**config.mk**
```make
export PLATFORM = sky130hd
export DESIGN_NAME = reg_write_arbiter
export DESIGN_NICKNAME = d
export VERILOG_FILES = /design/src/rtl/mips_pkg.sv /design/src/rtl/reg_write_fifo.sv /design/src/rtl/reg_write_arbiter.sv
export SDC_FILE = /design/constraint.sdc
export NUM_CORES = 1
export LEC_CHECK = 0
export ABC_CLOCK_PERIOD_IN_PS = 9200
export CORE_ASPECT_RATIO = 1.75
export CORE_UTILIZATION = 60
export CTS_CLUSTER_SIZE = 16
export DETAILED_ROUTE_END_ITERATION = 10
export PLACE_DENSITY_LB_ADDON = 0.3
export RECOVER_POWER = 25
export REMOVE_ABC_BUFFERS = 1
export SKIP_CTS_REPAIR_TIMING = 1
export SLEW_MARGIN = 30
export SYNTH_ARGS = -nofsm -noshare
export SYNTH_HDL_FRONTEND = slang
export SYNTH_HIERARCHICAL = 1
export SYNTH_SLANG_ARGS = --single-unit
export TNS_END_PERCENT = 10
```
**constraint.sdc**
```tcl
create_clock -name clk -period 9.2 [get_ports clk]
set_input_delay 1.84 -clock clk [delete_from_list [all_inputs] [get_ports clk]]
set_output_delay 1.84 -clock clk [all_outputs]
set_load 0.005 [all_outputs]
```
**src/rtl/mips_pkg.sv**
```systemverilog
// Shared MIPS datapath definitions.
// Writeback entry layout and register-file constants.
package mips_pkg;

  localparam int REG_ADDR_W = 5;
  localparam int DATA_W     = 32;
  localparam int ZERO_REG   = 0;

  typedef struct packed {
    logic [REG_ADDR_W-1:0] rd;
    logic [DATA_W-1:0]     data;
  } wb_entry_t;

endpackage

```
**src/rtl/reg_write_fifo.sv**
```systemverilog
// Dual-push / single-pop circular writeback queue.
// Exposes its entries oldest-first for the bypass search.
module reg_write_fifo
  import mips_pkg::*;
#(
  parameter int DEPTH  = 4,
  parameter int ADDR_W = REG_ADDR_W,
  parameter int DATA_W = mips_pkg::DATA_W,
  parameter int CW     = $clog2(DEPTH+1)
) (
  input  logic                           clk,
  input  logic                           rst,
  input  logic                           i_push0,
  input  logic [ADDR_W-1:0]              i_reg0,
  input  logic [DATA_W-1:0]              i_data0,
  input  logic                           i_push1,
  input  logic [ADDR_W-1:0]              i_reg1,
  input  logic [DATA_W-1:0]              i_data1,
  input  logic                           i_pop,
  output logic [ADDR_W-1:0]              o_head_reg,
  output logic [DATA_W-1:0]              o_head_data,
  output logic [CW-1:0]                  o_count,
  output logic [DEPTH-1:0]               o_vis,
  output logic [DEPTH-1:0][ADDR_W-1:0]   o_vis_reg,
  output logic [DEPTH-1:0][DATA_W-1:0]   o_vis_data
);

  localparam int PW = (DEPTH > 1) ? $clog2(DEPTH) : 1;

  logic [ADDR_W-1:0] r_reg  [DEPTH];
  logic [DATA_W-1:0] r_data [DEPTH];
  logic [PW-1:0]     r_wptr;
  logic [PW-1:0]     r_rptr;
  logic [CW-1:0]     r_count;

  logic [PW-1:0]     w_wp1;
  logic [PW-1:0]     w_wp_alu;
  logic [PW-1:0]     w_wptr_nxt;
  logic [PW-1:0]     w_rptr_nxt;
  logic [1:0]        w_npush;
  logic [CW-1:0]     w_count_nxt;

  // Operands never exceed 2*DEPTH-1, so one subtraction wraps.
  function automatic logic [PW-1:0] wrap(input int v);
    return (v >= DEPTH) ? PW'(v - DEPTH) : PW'(v);
  endfunction

  always_comb begin
    w_npush     = {1'b0, i_push0} + {1'b0, i_push1};
    w_wp1       = wrap(int'(r_wptr) + 1);
    w_wp_alu    = i_push0 ? w_wp1 : r_wptr;
    w_wptr_nxt  = wrap(int'(r_wptr) + int'(w_npush));
    w_rptr_nxt  = i_pop ? wrap(int'(r_rptr) + 1) : r_rptr;
    w_count_nxt = r_count + CW'(w_npush) - CW'(i_pop);
  end

  always_ff @(posedge clk or posedge rst) begin
    if (rst) begin
      r_wptr  <= '0;
      r_rptr  <= '0;
      r_count <= '0;
    end else begin
      r_wptr  <= w_wptr_nxt;
      r_rptr  <= w_rptr_nxt;
      r_count <= w_count_nxt;
    end
  end

  always_ff @(posedge clk) begin
    if (i_push0) begin
      r_reg[r_wptr]  <= i_reg0;
      r_data[r_wptr] <= i_data0;
    end
    if (i_push1) begin
      r_reg[w_wp_alu]  <= i_reg1;
      r_data[w_wp_alu] <= i_data1;
    end
  end

  always_comb begin
    for (int k = 0; k < DEPTH; k++) begin
      o_vis[k]      = CW'(k) < r_count;
      o_vis_reg[k]  = r_reg[wrap(int'(r_rptr) + k)];
      o_vis_data[k] = r_data[wrap(int'(r_rptr) + k)];
    end
  end

  assign o_head_reg  = r_reg[r_rptr];
  assign o_head_data = r_data[r_rptr];
  assign o_count     = r_count;

endmodule

```
**src/rtl/reg_write_arbiter.sv**
```systemverilog
// Register-file write initiator: queues ALU and load results,
// issues one write per cycle and offers a bypass lookup.
module reg_write_arbiter
  import mips_pkg::*;
#(
  parameter int DEPTH  = 4,
  parameter int DATA_W = mips_pkg::DATA_W,
  parameter int ADDR_W = REG_ADDR_W
) (
  input  logic                         clk,
  input  logic                         rst,
  input  logic                         memValid,
  input  logic [ADDR_W-1:0]            memReg,
  input  logic [DATA_W-1:0]            memData,
  output logic                         memReady,
  input  logic                         aluValid,
  input  logic [ADDR_W-1:0]            aluReg,
  input  logic [DATA_W-1:0]            aluData,
  output logic                         aluReady,
  output logic                         regWriteCtrl,
  output logic [ADDR_W-1:0]            writeRegister,
  output logic [DATA_W-1:0]            writeData,
  input  logic [ADDR_W-1:0]            bypassReg,
  output logic                         bypassHit,
  output logic [DATA_W-1:0]            bypassData,
  output logic [$clog2(DEPTH+1)-1:0]   count
);

  localparam int CW = $clog2(DEPTH+1);

  logic                           w_push_mem;
  logic                           w_push_alu;
  logic                           w_pop;
  logic [ADDR_W-1:0]              w_head_reg;
  logic [DATA_W-1:0]              w_head_data;
  logic [CW-1:0]                  w_count;
  logic [DEPTH-1:0]               w_vis;
  logic [DEPTH-1:0][ADDR_W-1:0]   w_vis_reg;
  logic [DEPTH-1:0][DATA_W-1:0]   w_vis_data;

  logic                           r_we;
  logic [ADDR_W-1:0]              r_wreg;
  logic [DATA_W-1:0]              r_wdata;

  // Readiness looks only at registered occupancy, never at the pop.
  assign memReady = w_count <= CW'(DEPTH-1);
  assign aluReady = w_count <= CW'(DEPTH-2);

  assign w_push_mem = memValid & memReady & (memReg != ADDR_W'(ZERO_REG));
  assign w_push_alu = aluValid & aluReady & (aluReg != ADDR_W'(ZERO_REG));
  assign w_pop      = w_count != '0;

  reg_write_fifo #(
    .DEPTH  (DEPTH),
    .ADDR_W (ADDR_W),
    .DATA_W (DATA_W),
    .CW     (CW)
  ) u_fifo (
    .clk         (clk),
    .rst         (rst),
    .i_push0     (w_push_mem),
    .i_reg0      (memReg),
    .i_data0     (memData),
    .i_push1     (w_push_alu),
    .i_reg1      (aluReg),
    .i_data1     (aluData),
    .i_pop       (w_pop),
    .o_head_reg  (w_head_reg),
    .o_head_data (w_head_data),
    .o_count     (w_count),
    .o_vis       (w_vis),
    .o_vis_reg   (w_vis_reg),
    .o_vis_data  (w_vis_data)
  );

  always_ff @(posedge clk or posedge rst) begin
    if (rst) begin
      r_we    <= 1'b0;
      r_wreg  <= '0;
      r_wdata <= '0;
    end else if (w_pop) begin
      r_we    <= 1'b1;
      r_wreg  <= w_head_reg;
      r_wdata <= w_head_data;
    end else begin
      r_we    <= 1'b0;
    end
  end

  // Oldest first so younger matches overwrite older ones.
  always_comb begin
    bypassHit  = 1'b0;
    bypassData = '0;
    if (bypassReg != ADDR_W'(ZERO_REG)) begin
      if (r_we && r_wreg == bypassReg) begin
        bypassHit  = 1'b1;
        bypassData = r_wdata;
      end
      for (int k = 0; k < DEPTH; k++) begin
        if (w_vis[k] && w_vis_reg[k] == bypassReg) begin
          bypassHit  = 1'b1;
          bypassData = w_vis_data[k];
        end
      end
    end
  end

  assign regWriteCtrl  = r_we;
  assign writeRegister = r_wreg;
  assign writeData     = r_wdata;
  assign count         = w_count;

endmodule

```
* Yosys cells after proc, flatten, opt, wreduce, memory -nomap -nowiden
Memories as Yosys holds them, arrays and structs flattened. A register that Yosys moved wholly into a read port is not among the register bits. Index checks and enable logic that the tools add are counted.
Word-level totals: bits in read-only memories 0, memories kept 2, latch bits 0, RAM bits 148, bits in registers 8, bits of input ports 83, output and inout bits 76
Cells by class: reduce and logical (&&, ||, !) cells 9, $add $sub $neg 14, bitwise logic cells 4, divide/modulo/power cells 0, order comparisons 12, muxes and demuxes 24, eq/ne operators 5, shift operators 0, $mul 0
Memories:
- u_fifo.r_data | depth 4, width 32, read ports 5, clocked after Yosys merged registers in 1, write ports 2, line reg_write_fifo.sv:31 | logic [DATA_W-1:0] r_data [DEPTH];
- u_fifo.r_reg | depth 4, width 5, read ports 5, clocked after Yosys merged registers in 1, write ports 2, line reg_write_fifo.sv:30 | logic [ADDR_W-1:0] r_reg [DEPTH];
Operator list (count):
- $mux 32 | 6
- $eq 5x5->1 | 5
- $ge 3x3->1 const B | 5
- $reduce_bool 5->1 | 3
- $mux 2 | 7
- $sub 2x1->2 const B | 6
- $mux 1 | 11
- $add 2x1->3 const B | 2
- $add 2x2->3 const B | 2
- $le 3x2->1 const B | 2
- $lt 1x3->1 const A | 2
- $lt 2x3->1 const A | 2
- $logic_and 1x1->1 | 5
- $and 1x1->1 | 4
- $add 2x2->3 | 1
- $add 3x2->3 | 1
- $ge 2x3->1 const B | 1
- $reduce_bool 3->1 | 1
- $sub 3x1->3 | 1
- $add 1x1->2 | 1

* Logic depth before layout (Yosys ltp)
An unclocked memory read counts as a cell.
depth in word-level cells 10, depth in mapped cells 13, mapped depth without buffers 10

* Modules after synthesis
Netlist, hierarchy kept.
By module, submodules not included:
- reg_write_fifo | times used 1, cells an instance 587, area an instance 10799.1 um^2, seq. area each 4619.4 um^2
- reg_write_arbiter | times used 1, cells an instance 358, area an instance 3574.7 um^2, seq. area each 950.9 um^2

* Least setup slack after synthesis
No wires, ideal clock.
kind input -> output, from in bypassReg[2], to out bypassData[31], setup slack 3.980 ns, arrival 3.380 ns, buffers on the path 2, required time 7.360 ns, stages 8, path through buf_6 xnor2_2 nand4_1 nor3_4 buf_6 mux2i_1 o211ai_2 a32o_2
On the way: longest elaborated chain between the ends 8
RTL lines:
- start: declaration | line reg_write_arbiter.sv:23 | input logic [ADDR_W-1:0] bypassReg,
- $eq 5x5->1 | line reg_write_arbiter.sv:95 | if (r_we && r_wreg == bypassReg) begin
- $logic_and 1x1->1 | line reg_write_arbiter.sv:95
- $mux 32 | line reg_write_arbiter.sv:95
- $mux 32 (4 in a row) | line reg_write_arbiter.sv:100 | if (w_vis[k] && w_vis_reg[k] == bypassReg) begin
- $mux 32 * | line reg_write_arbiter.sv:94 | if (bypassReg != ADDR_W'(ZERO_REG)) begin
- end: declaration | line reg_write_arbiter.sv:25 | output logic [DATA_W-1:0] bypassData,
Mark *: on every way between the ends. The rest lies on a longest branch, timed or not.

* Worst setup path in the final report
from reg u_fifo.r_rptr[0], to out bypassData[30]
On the way: longest elaborated chain between the ends 10
RTL lines:
- start: declaration | line reg_write_fifo.sv:33 | logic [PW-1:0] r_rptr;
- start signal: assignment | line reg_write_fifo.sv:64 | r_rptr <= w_rptr_nxt;
- $add 2x1->3, or another cell as far along | line reg_write_fifo.sv:83, reg_write_fifo.sv:84
- $ge 3x3->1, or another cell as far along | line reg_write_fifo.sv:45 | return (v >= DEPTH) ? PW'(v - DEPTH) : PW'(v);
- $mux 2 or $mem_v2 4x5 (tied branches)
- $mem_v2 4x5 or $eq 5x5->1 (tied branches)
- $eq 5x5->1 or $logic_and 1x1->1 (tied branches) | line reg_write_arbiter.sv:100
- $logic_and 1x1->1 or $mux 32 (tied branches) | line reg_write_arbiter.sv:100
- $mux 32 (2 in a row) | line reg_write_arbiter.sv:100
- $mux 32 * | line reg_write_arbiter.sv:100
- $mux 32 * | line reg_write_arbiter.sv:94
Marked as above.

==> flow_summary.yaml <==
critical_path:
  ff2ff_setup_slack_ns: 4.35
  worstPathRequired_ns: 7.36
  start_kind: "flip-flop"
  end_kind: "output pin"
  worstReg2RegEnd: "writeData[29]"
  rr_worst_depth: 4
  r2r-start: "u_fifo/r_rptr[0]"
  worstSetupPathType: "flip-flop to output pin"
  arrival_ns: 5.85
  crit_fanout: 52
yosys:
  synth_top_family_by_area: "multiplexers"
  synth_top_area_share_pct: 30.9
  synth_area_per_cell_um2: 15.2
  synth_seq_area_share_pct: 38.8
  syn_area_mm2: 0.0144
  synth-main-ff-cell: "edfxtp_1"
  synthSimpleGateAreaFrac_pct: 4.20
  synth_top_cell_by_area: "edfxtp_1"
  yosysUniqueCellTypes: 55
  synth_xor_area_share_pct: 2.12
  ys_top_cells_by_count: "edfxtp_1, mux4_2, mux2_2"
  synth_compound_area_share_pct: 6.17
  synth_edf_count: 148
  synthArstFlopShare_pct: 23.3
  synth_warnings: 6
  synth_cells: 945
  synth-seq-cells: 193
  synth.area.top_cells: "edfxtp_1, mux4_2, mux2_2"
  muxShareOfSynthArea_pct: 40.8
  yosys.area_share.adder_pct: 0.749
placed_design:
  hpwl_um: 21400
  place_congestion: 0.821
  port_buffers: 158
  place_ws_ns: 1.74
  dp_cells: 1300
timing:
  fmax_ghz: 0.130
  slew_viol_final: 117
  finalWorstSetupSlack_ns: 1.51
  fin_crit_sh_pct: 83.6
  rsz0062_at_grt: "false"
  tns_ns: 0
  setup_viol: 0
  fin_skew_ns: 0.00763
  tightest_slew_ns: 3.07
  period_minus_slack_ns: 7.69
  slew_headroom_pct: -105
  hold_violations: 0
global_routing:
  grt_first_pass_wirelength_um: 52800
  grt_max_degree: 73
  grt_pass1_vias: 9426
  antenna_found_initial: 2
  overflow: 0
  grtUsageTotal_pct: 28.9
power_and_ir_drop:
  p_leak_nw: 5.80
  powerDensity_mw_per_mm2: 318
  ir_drop_v: 0.000389
  power_mw: 5.14
die:
  die_w_um: 119
  die_h_um: 207
  rows: 74
  core_mm2: 0.0234
  start_util_pct: 61.4
  pin_count: 159
  die-area_mm2: 0.0246
route:
  wl_per_cell_um: 25.8
  drt_iter0_drc: 807
  ant_nets: 0
  wirelength_um: 34400
  num_vias: 9142
  drc_errors: 0
  first_pass_iters: 5
  vias_per_cell: 6.85
job:
  drv_cap: 3
clock_network:
  cts_buffer_depth: 2
  clock_latency_ns: 0.45
  cts-root-buf: "clkbuf_16"
  clk_pin_slew_ns: 0.07
  clock_sinks: 193
  htree_levels: 4
  cts_made_buffers: 17
  cts_tree: "done"
run_status:
  violations: "max-capacitance violations, max-slew violations"
  outcome: "complete, but fails checks"
worst_hold_path:
  min_to: "writeData[0]"
  hp-class: "flip-flop to flip-flop"
  holdPathStages: 1
  hp-start: "writeData[0]"
finish:
  finalNonFillerCells: 1335
  drive_gt1_share_pct: 41.2
  fin_nets: 1108
  largest_reg_flops: 128
  final_util_pct: 69.0
  area_delta_synth_final_pct: 12.4
stage by stage:
stage | area, µm² | hold WS [ns]
2_1_floorplan | 13400 | 0.526
3_3_place_gp | 15500 | 0.514
5_1_grt | 16200 | 0.546
3_5_place_dp | 15500 | 0.516
4_1_cts | 16100 | 0.532
6_report | 16200 | 0.527
layer usage:
| metal | up-vias | GRT usage (%) | wire (µm) |
|---|---|---|---|
| met5 | - | 0 | 13 |
| met4 | 2 | 14.9 | 1350 |
| met3 | 96 | 5.36 | 2140 |
| met2 | 399 | 51.5 | 18600 |
| met1 | 4732 | 33.0 | 12300 |
| li1 | 3913 | - | - |
how the worst max path moves through the flow:
stage,slack [ns],depth (start not counted),end,start
detailed placement,1.74,9,bypassData[5],bypassReg[4]
finish,1.51,7,bypassData[30],u_fifo/r_rptr[0]
global placement,1.79,9,bypassData[2],bypassReg[3]
CTS,1.68,9,bypassData[5],bypassReg[3]
global route,0.98,7,bypassData[30],u_fifo/r_rptr[0]
floorplan,-0.56,7,bypassData[0],u_fifo/r_rptr[0]
critical path, cell delays in order, from the launching register on:
cell             delay [ns]
dfrtp_1                1.11
clkbuf_1               1.80
buf_4                  0.88
mux4_2                 0.61
mux2i_1                0.20
o211ai_2               0.09
a32o_2                 0.23
clkdlybuf4s50_1        0.44
where the power goes:
| group | switching (mW) | internal [mW] |
|---|---|---|
| clock network | 0.328 | 0.427 |
| logic | 1.20 | 1.60 |
| registers | 0.299 | 1.28 |
| total | 1.83 | 3.31 |
area by class of cell:
| type | count | area (µm²) |
|---|---|---|
| multi-input cells | 615 | 7820 |
| fillers | 1562 | 7270 |
| flip-flops and latches | 193 | 5570 |
| repair buffers | 178 | 1760 |
| clock buffers | 22 | 444 |
| well taps | 304 | 380 |
| clock inverters | 10 | 138 |
| inverters | 12 | 45.0 |
| diodes | 1 | 2.50 |
logic make-up (layout without fill, tap and decap cells):
family                     count (synthesis)  after routing
muxes                                    364            364
DFF                                      193            193
buffers and inverters                    137            222
and+or+nand+nor                          131            131
AOI/OAI and AO/OA                         79             79
xor gates and xnor gates                  33             33
adders and majority gates                  8              8
other                                      0              1
cell usage in the layout, fill, tap and decap left out, types with 23 or more instances in the layout:
| cell type | netlist | routed |
|---|---|---|
| mux2_1 | 38 | 38 |
| nand2_1 | 39 | 36 |
| dfrtp_1 | 45 | 44 |
| mux2i_1 | 31 | 31 |
| mux2_2 | 109 | 109 |
| o211ai_2 | 31 | 31 |
| clkdlybuf4s50_1 | 0 | 118 |
| edfxtp_1 | 148 | 148 |
| nor2_1 | 64 | 64 |
| mux4_2 | 148 | 148 |
| mux2_4 | 38 | 38 |
| dlygate4sd3_1 | 0 | 40 |
| a32o_2 | 30 | 30 |
| xor2_1 | 23 | 23 |
Note: power is estimated with default switching activity, not from simulation.
==> RTL edit: new RTL, same settings <==
Put a register stage on the output `count`. The value now appears one clock later. The other outputs are not delayed to match.
--- a/src/rtl/reg_write_arbiter.sv
+++ b/src/rtl/reg_write_arbiter.sv
@@ -110,3 +110,5 @@
   assign writeData     = r_wdata;
-  assign count         = w_count;
+  always_ff @(posedge clk) begin
+    count <= w_count;
+  end
 
Formal check against the unedited RTL: not equivalent (a bounded check fails within 4 cycles, from zero or initial values and one cycle with rst high).
==> RTL edit against the original RTL <==
Routed wire length down 0.73%; highest routed layer unchanged; total power down 0.52%; cell area down 0.18%; critical path type unchanged; setup slack worse by 64 ps; via count down 0.35%; synthesized cell count up 0.42%; synthesized area down 0.37%; sequential cell count up 3; the flow still finishes with violations (max-capacitance violations, max-slew violations); clock skew down 2.0 ps.
==> RTL edit: results (changes against the original RTL) <==
| Metric | Value |
|---|---|
| Outcome | `finished with violations (unchanged)` |
| Failing checks | `max-capacitance violations, max-slew violations (unchanged)` |
| Crit path max fanout | `49 (was 52)` |
| Starting DRC count in detailed routing | `965 (was 807)` |
| Worst Hold Slack | `528 ps (was 527 ps)` |
| R2R setup slack | `5400 ps (was 4350 ps)` |
| Pin count of the biggest net entering global routing | `71 (was 73)` |
| Number of fill cells | `1,658 (was 1,562)` |
| Mapped Avg Cell Area | `15.1 µm² (was 15.2 µm²)` |
| Vias in the first global route | `9,590 (was 9,426)` |
| Pwr Density | `317 nW/µm² (was 318 nW/µm²)` |
| ANT cells | `7 (was 1)` |
| DRT Pass-1 Iters | `7 (was 5)` |
| Final WS setup | `1440 ps (was 1510 ps)` |
| Yosys cell types | `53 (was 55)` |
| Hold EP | `writeData[28] (was writeData[0])` |
| Vias per cell | `6.79 (was 6.85)` |
| Critical path's largest stage delay | `1980 ps (was 1800 ps)` |
| Skew final | `5.62 ps (was 7.63 ps)` |
| Post-synthesis sequential area ratio | `0.393 (was 0.388)` |
| Initial antenna violation count | `7 (was 2)` |
| Min-delay src | `writeData[28] (was writeData[0])` |
| Fin. max-slew vios | `127 (was 117)` |
| P_leak | `5.61 nW (was 5.80 nW)` |
| Synth top area cells | `edfxtp_1 (31%), mux4_2 (23%), mux2_2 (8.6%) (was edfxtp_1 (31%), mux4_2 (23%), mux2_2 (8.5%))` |
| Max cap viols | `3 (unchanged)` |
| Non-clk buf share | `0.107 (was 0.109)` |
| FFs & Latches | `196 (was 193)` |
| Fraction of area in multi-input gates | `0.480 (was 0.484)` |
| Peak supply drop | `0.000409 V (was 0.000389 V)` |
[RTL edit: changes by cell type after synthesis, moves of 2 or more]
cell      before  now
nor4_1         2    4
a32o_2        30    0
clkbuf_4       0    2
dfxtp_1        0    3
a32o_1         1   31
xnor2_2        2    0
buf_2         33   30
buf_4         52   54
xor2_1        23   25
[RTL edit: cell families (layout without fill, tap and decap cells)]
| kind of cell | Yosys count | after routing | share of synthesized area |
|---|---|---|---|
| flops | 196 | 196 | 0.393 |
| mux | 364 | 364 | 0.410 |
| other cells | 0 | 7 | 0 |
| xor+xnor | 33 | 33 | 0.0202 |
| simple gates | 131 | 131 | 0.0411 |
| compound gates | 79 | 79 | 0.0590 |
| buf+inv | 138 | 219 | 0.0692 |
| fa+ha+maj | 8 | 8 | 0.00751 |
[RTL edit: metal layers]
metal | GRT usage | vias up | wire length, µm
met2 | 0.528 | 381 | 19100
met3 | 0.0433 | 81 | 1890
li1 | - | 3912 | -
met1 | 0.318 | 4734 | 11700
met4 | 0.176 | 2 | 1390
met5 | 0 | - | 12
